**src/rtl/lock_ctrl.sv**
```systemverilog
// Keypad door lock controller: four-digit BCD code entry, timed unlock window,
// error display, and in-place code reprogramming while the lock is open.
// Optional feature: define LOCK_CTRL_LOCKOUT_EN to enable the lockout state
// entered after MAX_FAILS consecutive wrong codes.
module lock_ctrl #(
    parameter logic [15:0] CODE_RESET    = 16'h1234,
    parameter int          UNLOCK_TICKS  = 250,
    parameter int          FAIL_TICKS    = 50,
    parameter int          LOCKOUT_TICKS = 500,
    parameter int          MAX_FAILS     = 3
) (
    input  logic        pulse_50Mhz,
    input  logic        reset,
    input  logic        tick_50hz,
    input  logic        key_valid,
    input  logic [3:0]  key_code,
    output logic [15:0] disp,
    output logic [3:0]  disp_blank,
    output logic [3:0]  led,
    output logic        led_g,
    output logic [2:0]  state
);

    typedef enum logic [2:0] {
        IDLE     = 3'd0,
        ENTRY    = 3'd1,
        CHECK    = 3'd2,
        UNLOCKED = 3'd3,
        FAIL     = 3'd4,
        LOCKOUT  = 3'd5,
        PROGRAM  = 3'd6
    } state_t;

    localparam int TMAX_A = (UNLOCK_TICKS > FAIL_TICKS) ? UNLOCK_TICKS : FAIL_TICKS;
    localparam int TMAX   = (TMAX_A > LOCKOUT_TICKS) ? TMAX_A : LOCKOUT_TICKS;
    localparam int TW     = $clog2(TMAX + 1);
    localparam int FW     = (MAX_FAILS < 1) ? 1 : $clog2(MAX_FAILS + 1);

    state_t         cur_state, nxt_state;
    logic [15:0]    entry, entry_n;
    logic [2:0]     count, count_n;
    logic [FW-1:0]  fail_cnt, fail_n, fail_inc;
    logic [TW-1:0]  timer, timer_n;
    logic [15:0]    code, code_n;
    logic [15:0]    disp_n;
    logic [3:0]     blank_n, led_n;
    logic           led_g_n;

    logic is_digit, is_clr, is_ent, is_prg, last_tick;

    assign state     = cur_state;
    assign is_digit  = key_valid && (key_code <= 4'd9);
    assign is_clr    = key_valid && (key_code == 4'hA);
    assign is_ent    = key_valid && (key_code == 4'hB);
    assign is_prg    = key_valid && (key_code == 4'hC);
    assign last_tick = tick_50hz && (timer == TW'(1));
    assign fail_inc  = (fail_cnt == FW'(MAX_FAILS)) ? fail_cnt : fail_cnt + FW'(1);

    // Next-state logic: key handling, timers, failure counting and code storage.
    always_comb begin
        nxt_state = cur_state;
        entry_n   = entry;
        count_n   = count;
        fail_n    = fail_cnt;
        timer_n   = timer;
        code_n    = code;
        case (cur_state)
            IDLE: begin
                if (is_digit) begin
                    entry_n   = {12'h0, key_code};
                    count_n   = 3'd1;
                    nxt_state = ENTRY;
                end
            end
            ENTRY: begin
                if (is_digit) begin
                    if (count < 3'd4) begin
                        entry_n = {entry[11:0], key_code};
                        count_n = count + 3'd1;
                    end
                end else if (is_clr) begin
                    entry_n   = 16'h0;
                    count_n   = 3'd0;
                    nxt_state = IDLE;
                end else if (is_ent) begin
                    if (count == 3'd4) begin
                        nxt_state = CHECK;
                    end else begin
                        entry_n   = 16'h0;
                        count_n   = 3'd0;
                        fail_n    = fail_inc;
                        timer_n   = TW'(FAIL_TICKS);
                        nxt_state = FAIL;
                    end
                end
            end
            CHECK: begin
                entry_n = 16'h0;
                count_n = 3'd0;
                if (entry == code) begin
                    fail_n    = '0;
                    timer_n   = TW'(UNLOCK_TICKS);
                    nxt_state = UNLOCKED;
                end else begin
                    fail_n    = fail_inc;
                    timer_n   = TW'(FAIL_TICKS);
                    nxt_state = FAIL;
                end
            end
            UNLOCKED: begin
                if (tick_50hz) timer_n = timer - TW'(1);
                if (is_clr) begin
                    nxt_state = IDLE;
                end else if (is_prg) begin
                    entry_n   = 16'h0;
                    count_n   = 3'd0;
                    nxt_state = PROGRAM;
                end else if (last_tick) begin
                    nxt_state = IDLE;
                end
            end
            FAIL: begin
                if (tick_50hz) timer_n = timer - TW'(1);
                if (last_tick) begin
`ifdef LOCK_CTRL_LOCKOUT_EN
                    if (fail_cnt == FW'(MAX_FAILS)) begin
                        timer_n   = TW'(LOCKOUT_TICKS);
                        nxt_state = LOCKOUT;
                    end else begin
                        nxt_state = IDLE;
                    end
`else
                    nxt_state = IDLE;
`endif
                end
            end
`ifdef LOCK_CTRL_LOCKOUT_EN
            LOCKOUT: begin
                if (tick_50hz) timer_n = timer - TW'(1);
                if (last_tick) begin
                    fail_n    = '0;
                    nxt_state = IDLE;
                end
            end
`endif
            PROGRAM: begin
                if (is_digit) begin
                    if (count < 3'd4) begin
                        entry_n = {entry[11:0], key_code};
                        count_n = count + 3'd1;
                    end
                end else if (is_ent && (count == 3'd4)) begin
                    code_n    = entry;
                    entry_n   = 16'h0;
                    count_n   = 3'd0;
                    timer_n   = TW'(UNLOCK_TICKS);
                    nxt_state = UNLOCKED;
                end else if (is_clr) begin
                    entry_n   = 16'h0;
                    count_n   = 3'd0;
                    timer_n   = TW'(UNLOCK_TICKS);
                    nxt_state = UNLOCKED;
                end
            end
            default: begin
                nxt_state = IDLE;
            end
        endcase
    end

    // Output decode from the next-state values so every output is registered.
    always_comb begin
        disp_n  = 16'h0;
        blank_n = 4'hF;
        led_n   = 4'h0;
        led_g_n = 1'b0;
        case (nxt_state)
            ENTRY, PROGRAM: begin
                disp_n = entry_n;
                for (int i = 0; i < 4; i++) begin
                    blank_n[i] = (count_n <= 3'(i));
                    led_n[i]   = (count_n > 3'(i));
                end
                led_g_n = (nxt_state == PROGRAM);
            end
            UNLOCKED: begin
                led_g_n = 1'b1;
            end
            FAIL: begin
                disp_n  = 16'hEEEE;
                blank_n = 4'h0;
            end
            LOCKOUT: begin
                disp_n  = 16'hFFFF;
                blank_n = 4'h0;
            end
            default: begin
                disp_n = 16'h0;
            end
        endcase
    end

    // State, datapath and output registers with synchronous reset.
    always_ff @(posedge pulse_50Mhz) begin
        if (reset) begin
            cur_state  <= IDLE;
            entry      <= 16'h0;
            count      <= 3'd0;
            fail_cnt   <= '0;
            timer      <= '0;
            code       <= CODE_RESET;
            disp       <= 16'h0;
            disp_blank <= 4'hF;
            led        <= 4'h0;
            led_g      <= 1'b0;
        end else begin
            cur_state  <= nxt_state;
            entry      <= entry_n;
            count      <= count_n;
            fail_cnt   <= fail_n;
            timer      <= timer_n;
            code       <= code_n;
            disp       <= disp_n;
            disp_blank <= blank_n;
            led        <= led_n;
            led_g      <= led_g_n;
        end
    end

endmodule

```
**config.mk**
```make
export PLATFORM = sky130hd
export DESIGN_NAME = lock_ctrl
export DESIGN_NICKNAME = d
export VERILOG_FILES = /design/src/rtl/lock_ctrl.sv
export SDC_FILE = /design/constraint.sdc
export NUM_CORES = 1
export LEC_CHECK = 0
export BUFFER_PORTS_ARGS = -buffer_cell sky130_fd_sc_hd__buf_2
export CAP_MARGIN = 20
export CORE_ASPECT_RATIO = 1.5
export CORE_MARGIN = 5
export CORE_UTILIZATION = 40
export CTS_BUF_LIST = sky130_fd_sc_hd__clkbuf_8 sky130_fd_sc_hd__clkbuf_16
export DETAILED_ROUTE_END_ITERATION = 8
export HOLD_SLACK_MARGIN = 0.1
export PLACE_DENSITY = 0.58
export SETUP_SLACK_MARGIN = 0.4
export SYNTH_ARGS = -nofsm -noshare
export SYNTH_HDL_FRONTEND = slang
export SYNTH_SLANG_ARGS = --single-unit
```
**constraint.sdc**
```tcl
create_clock -name pulse_50Mhz -period 4.35 [get_ports pulse_50Mhz]
set_clock_uncertainty 0.05 [all_clocks]
set_input_delay 0.2175 -clock pulse_50Mhz [delete_from_list [all_inputs] [get_ports pulse_50Mhz]]
set_output_delay 0.2175 -clock pulse_50Mhz [all_outputs]
set_load 0.01 [all_outputs]
```
==> results.cfg, run 1 <==
[drt]
route.detailed.drc = 0
via_per_inst = 5.263
vias = 2805
wire_per_inst_um = 15.44
met2WireLength_mm = 4.540
dr.pass1.iters = 6
routed_wl_mm = 8.231
met3_length_um = 209
wl_met1_mm = 3.205
routed.top_layer = met4
drt_iter0_markers = 196
ant_nets = 0

[floorplanning]
io_pins = 36
core-area_mm2 = 0.008058
rows = 40
dieArea_mm2 = 0.01029
initial_core_util = 0.4134
die_w_um = 84.51
die_h_um = 121.8

[synth]
synth_most_common_cell = dfxtp_1
synth_top_area_frac = 0.4328
synth_mux_area_frac = 0
synth.largest_area_cell = dfxtp_1
synth_area_leaders = dfxtp_1, nand2_1, a21oi_1, xnor2_1, a22oi_1
async_flop_share = 0
syn_inst = 395
syn_area_mm2 = 0.003331
synth_ff_type = dfxtp_1
synth-compound-area-share = 0.2385
syn-num-nets = 407
synth_warnings = 0
synth_adder_area_share = 0.01503
synth_xor_area_frac = 0.04996
synth_top_family_by_area = compound AO/OA/AOI/OAI gates
synth_edf_count = 0
synth_commonest_cells = dfxtp_1, nand2_1, a21oi_1, nor2_1, inv_1
synth.distinct_cells = 59
ys_seq_area_frac = 0.4328
yosys.area_share.simple = 0.2104
syn_area_per_cell_um2 = 8.432
synth-seq-cells = 72

[setup_path]
reg2reg_slack_ns = 1.32
critPathLaunch = timer[4]
critPathMaxFanout = 13
rr_startpoint = timer[4]
path_class = flip-flop to flip-flop
r2r-end = disp[1]
reg2regPathDepth = 8
cp.required_ns = 4.51
startpoint_type = flip-flop
worst_ep_arrival_time_ns = 3.20
end_kind = flip-flop

[sta]
rsz0062_at_grt = false
fin_tns_setup_ns = 0
worstMarginPinSlew_ns = 0.9040
final.min_clock_period_ns = 3.035
slew_headroom = 0.3973
slew_viol_final = 0
holdWs_ns = 0.1881
hold_violations = 0
fin_crit_sh = 0.6976
setup-violations-final = 0
max_clock_freq_mhz = 329.5
setup_ws_ns = 1.315

[power_and_ir_drop]
power.switching_w = 0.0003474
p_comb_frac = 0.059
p_leak_nw = 1.625
power.internal_w = 0.001335
seqPwrFrac = 0.404
netSwitchingFraction = 0.2065
ir_worst_vdd_mv = 0.2163
powerDensity_mw_per_mm2 = 428.0
clock_power_share = 0.537

[cts]
htreeDepth = 3
clkLatencyLatePin_ns = 0.33
cts_tree = yes
holdBufCountCts = 0
clk_pin_slew_worst_paths_ns = 0.06
numCtsBuffers = 9
clock-root-buffer = clkbuf_16
clock_sinks = 72
clockBufferDepth = 2
cts_setup_buffers = 0
cts_resized = 0

[global_routing]
antenna_found_initial = 0
grtUsageTotal = 0.1649
first_global_vias = 2795
grt_overflow = 0
grt_pass1_wl_mm = 13.43
grt_max_degree = 51

[min_path]
hold_depth = 3
worstHoldStart = key_code[1]
hold_class = input pin to flip-flop
min_to = entry[1]

[place]
io_buffers = 35
dpl.cell_count = 517
gp_congestion = 0.8267
post-place-ws_ns = 1.319
dpl.hpwl_mm = 5.927

[cells_and_area]
fin_nets = 435
drive_gt1_frac = 0.1799
area.growth.synth_to_final_pct = 17.99
fin_cells = 533
antenna_cells = 0

[outcome]
outcome = complete, no violations

[run]
cap_viol_max_count = 0
placed cells by master (no fill, tap or decap), types with 4 or more instances in the layout:
cell       count
a22oi_1       15
clkbuf_16      9
nor3_1        11
o21ai_2        9
nand3_1        4
inv_1         21
nand3b_1       8
nor2_1        28
nand4_1        4
bufinv_16      4
nand2_1       55
a21oi_1       32
dfxtp_1       72
ha_1           4
nand2b_1       6
a21o_1         5
o21ai_0       18
xnor2_1       18
nor2b_1        6
buf_2         35
area by class of cell:
class,instances,area (um^2)
sequential,72,1441
timing repair buffer,38,197.7
inverter,21,78.83
clock buffer,10,239.0
fill,794,4128
multi-input combinational,281,1712
clock inverter,6,130.1
tap,105,131.4
power by group through the flow:
| stage | clock network, W | registers [W] | logic, W |
|---|---|---|---|
| 2_1_floorplan | 0 | 0.000693 | 0.0000707 |
| 5_1_grt | 0.000943 | 0.000680 | 0.000110 |
| 6_report | 0.000903 | 0.000679 | 0.0000995 |
| 4_1_cts | 0.000918 | 0.000679 | 0.0000999 |
| 3_3_place_gp | 0 | 0.000693 | 0.0000992 |
| 3_5_place_dp | 0 | 0.000694 | 0.0000992 |
logic make-up after synthesis:
logic type               after synthesis
buffers and inverters                 42
XOR/XNOR                              19
AND/OR/NAND/NOR                      142
flip-flops                            72
adder cells (fa/ha/maj)                4
AO/OA/AOI/OAI                        116
worst max-delay path by stage:
stage	endpoint	slack, ns	cells past startpoint
global route	disp[15]	0.97	7
detailed placement	disp[15]	1.32	8
finish	disp[1]	1.32	8
floorplan	disp[3]	1.87	8
global placement	disp[1]	1.34	7
CTS	disp[7]	1.31	7
stage by stage:
step	area [um^2]	power, W	utilization
after floorplan	3331	0.0007634	-
after global placement	3561	0.0007926	0.4419
after detailed placement	3561	0.0007929	0.4419
after CTS	3930	0.001697	0.4877
after global routing	3930	0.001734	0.4877
final	3930	0.001682	0.4877
worst max-delay path, cell delays in order, from the launching register on:
cell and delay, ns:
dfxtp_1 0.36, or4_4 0.56, or4_4 0.54, a21oi_2 0.15
a2bb2oi_2 0.15, o211ai_2 0.12, a21oi_2 0.53, buf_4 0.34
o21ai_0 0.11
layer usage:
layer / track usage / vias to the layer above
met5: 0 / -
met4: 0.09406 / 0
met3: 0.03586 / 19
met2: 0.3098 / 35
met1: 0.1645 / 1312
li1: - / 1439
registers in the layout, summed over array words and instances (netlist names):
signal      cells
timer           9
led_g           1
disp_blank      4
led             4
disp           16
state           3
code           16
count           3
entry          16
Power figures use the tool's default switching activity.
==> run 2: changes to the inputs <==
--- a/config.mk
+++ b/config.mk
@@ -5,6 +5,7 @@
 export SDC_FILE = /design/constraint.sdc
 export NUM_CORES = 1
 export LEC_CHECK = 0
+export ABC_AREA = 1
 export BUFFER_PORTS_ARGS = -buffer_cell sky130_fd_sc_hd__buf_2
 export CAP_MARGIN = 20
 export CORE_ASPECT_RATIO = 1.5
@@ -13,7 +14,7 @@
 export CTS_BUF_LIST = sky130_fd_sc_hd__clkbuf_8 sky130_fd_sc_hd__clkbuf_16
 export DETAILED_ROUTE_END_ITERATION = 8
 export HOLD_SLACK_MARGIN = 0.1
-export PLACE_DENSITY = 0.58
+export PLACE_DENSITY = 0.6
 export SETUP_SLACK_MARGIN = 0.4
 export SYNTH_ARGS = -nofsm -noshare
 export SYNTH_HDL_FRONTEND = slang
==> constraint.sdc (replaced) <==
create_clock -name pulse_50Mhz -period 2.5 [get_ports pulse_50Mhz]
set_clock_uncertainty 0.05 [all_clocks]
set_input_delay 0.125 -clock pulse_50Mhz [delete_from_list [all_inputs] [get_ports pulse_50Mhz]]
set_output_delay 0.125 -clock pulse_50Mhz [all_outputs]
set_load 0.01 [all_outputs]
==> run 2 against run 1 <==
  * Sequential share of layout area is 4.2 points lower
  * First-iteration DRC count is 4.1% lower
  * Maximum frequency is 51% higher
  * Global-route usage is 2.4 points higher
  * Cell area is 13% higher
  * Largest power group unchanged
==> results.cfg, run 2 <==
[outcome]
outcome = complete, no violations

[sta]
holdWs_ns = 0.2483
max_clock_freq_mhz = 498.1
slew_viol_final = 0
rsz0062_at_grt = true
hold_violations = 0
final.min_clock_period_ns = 2.008
fin_crit_sh = 0.8031
setup-violations-final = 0
fin_tns_setup_ns = 0
worstMarginPinSlew_ns = 0.6705
slew_headroom = 0.5525

[synth]
syn-num-nets = 582
synth_ff_type = dfxtp_1
synth_most_common_cell = nand2_1
synth_warnings = 0
synth_top_area_frac = 0.3843
synth-seq-cells = 72
synth_area_leaders = dfxtp_1, nand2_1, inv_1, nor2_1, a21oi_1
syn_area_per_cell_um2 = 6.581
synth_edf_count = 0
syn_area_mm2 = 0.003751
async_flop_share = 0
synth.distinct_cells = 35
syn_inst = 570
synth.largest_area_cell = dfxtp_1
synth_commonest_cells = nand2_1, dfxtp_1, inv_1, nor2_1, a21oi_1
ys_seq_area_frac = 0.3843

[setup_path]
cp.required_ns = 2.68
startpoint_type = flip-flop
reg2reg_slack_ns = 0.49
worst_ep_arrival_time_ns = 2.19
critPathMaxFanout = 6
end_kind = flip-flop
path_class = flip-flop to flip-flop

[floorplanning]
io_pins = 36
die_w_um = 89.07
dieArea_mm2 = 0.01145
initial_core_util = 0.4077
core-area_mm2 = 0.009200
rows = 43
die_h_um = 128.6

[global_routing]
grt_overflow = 0
first_global_vias = 3582
grtUsageTotal = 0.1888
antenna_found_initial = 0
grt_pass1_wl_mm = 16.61
grt_max_degree = 33

[cells_and_area]
antenna_cells = 0
area.growth.synth_to_final_pct = 18.71
final-seq-area_mm2 = 0.001448
drive_gt1_frac = 0.1892
mostFrequentLayoutCells = nand2_1, inv_1, dfxtp_1, nor2_1, buf_2
utilization = 0.4840
multi_input_area_mm2 = 0.001989
fin_nets = 620
postLayoutCellArea_mm2 = 0.004453
num-fill-cells = 960
final_common_cell = nand2_1
reg_top3 = code (16), disp (16), entry (16)

[place]
io_buffers = 35
gp_congestion = 0.9276
dpl.hpwl_mm = 7.601
placed_cell_area_mm2 = 0.004023

[run]
cap_viol_max_count = 0

[drt]
vias = 3628
drt_iter0_markers = 188
dr.pass1.iters = 4
ant_nets = 0
wire_per_inst_um = 14.34
via_per_inst = 5.004
route.detailed.drc = 0
routed_wl_mm = 10.40

[cts]
clock-root-buffer = clkbuf_16
htreeDepth = 3
cts_tree = yes
numCtsBuffers = 9
clockBufferDepth = 2
clock_sinks = 72
clk_pin_slew_worst_paths_ns = 0.06
clkLatencyLatePin_ns = 0.34

[power_and_ir_drop]
ir_worst_vdd_mv = 0.5652
seqPwrFrac = 0.408
powerDensity_mw_per_mm2 = 653.6
power.switching_w = 0.0007400
netSwitchingFraction = 0.2542
clock_power_share = 0.489
p_leak_nw = 2.198
power.internal_w = 0.002171
p_comb_frac = 0.103

[min_path]
hold_class = input pin to flip-flop
## run 2: layout make-up
class                   instances  share of cell area
multi-input cells             401              0.4468
well taps                     112             0.03147
clock inverters                 6             0.02023
repair buffers                 43             0.05339
inverters                      81             0.06940
clock buffers                  10             0.05367
flip-flops and latches         72              0.3251
## run 2: critical path, stage by stage (launching register included)
cell,delay [ns]
dfxtp_1,0.33
inv_1,0.11
ha_1,0.19
nand2_1,0.10
inv_1,0.09
nand3_2,0.12
nand3_2,0.15
nand3_1,0.14
nor2_4,0.15
buf_4,0.16
nand3_1,0.12
o21ai_1,0.15
a21oi_1,0.05
## run 2: what timing repair did
action / in CTS / in global routing
hold buffers: 1 / 0
endpoints found under the setup margin: 8 / 32
gates resized for setup: 2 / 19
endpoints found under the hold margin: 2 / 0
cloned: 0 / 1
pin swaps: 0 / 3
buffers inserted: 0 / 1
## run 2: logic make-up after synthesis
group           synth area share
xor+xnor                0.007006
buf+inv                   0.1047
flops                     0.3843
compound gates            0.1511
fa+ha+maj                0.01334
simple gates              0.3396
## run 2: worst paths after layout
check,cells after the start,end,from
worst max-delay path,12,timer[8],count[0]
worst min-delay path,5,entry[0],key_code[0]
worst max register to register,12,timer[8],count[0]
worst min register to register,2,timer[5],timer[5]
## run 2: stage by stage
| step | std cells | setup WS, ns | power [W] |
|---|---|---|---|
| 6_report | 725 | 0.4923 | 0.002910 |
| 5_1_grt | 725 | 0.3583 | 0.003022 |
| 4_1_cts | 723 | 0.4367 | 0.002924 |
| 3_5_place_dp | 706 | 0.3883 | 0.001496 |
| 3_3_place_gp | 706 | 0.4011 | 0.001495 |
| 2_1_floorplan | 570 | 0.8595 | 0.001417 |
## run 2: per-layer routing
layer  up-vias  part of all wire  global-route usage
li1       1870                 -                   -
met1      1668              0.38              0.1841
met2        63              0.56              0.3618
met3        27             0.028             0.02883
met4         0             0.038              0.1078
met5         -                 0                   0
## run 2: power groups by stage
| stage | Sequential [W] | Combinational (W) | Clock, W |
|---|---|---|---|
| 2_1_floorplan | 0.00121 | 0.000202 | 0 |
| 3_3_place_gp | 0.00121 | 0.000283 | 0 |
| 3_5_place_dp | 0.00121 | 0.000284 | 0 |
| 4_1_cts | 0.00119 | 0.000290 | 0.00145 |
| 5_1_grt | 0.00119 | 0.000333 | 0.00150 |
| 6_report | 0.00119 | 0.000300 | 0.00142 |
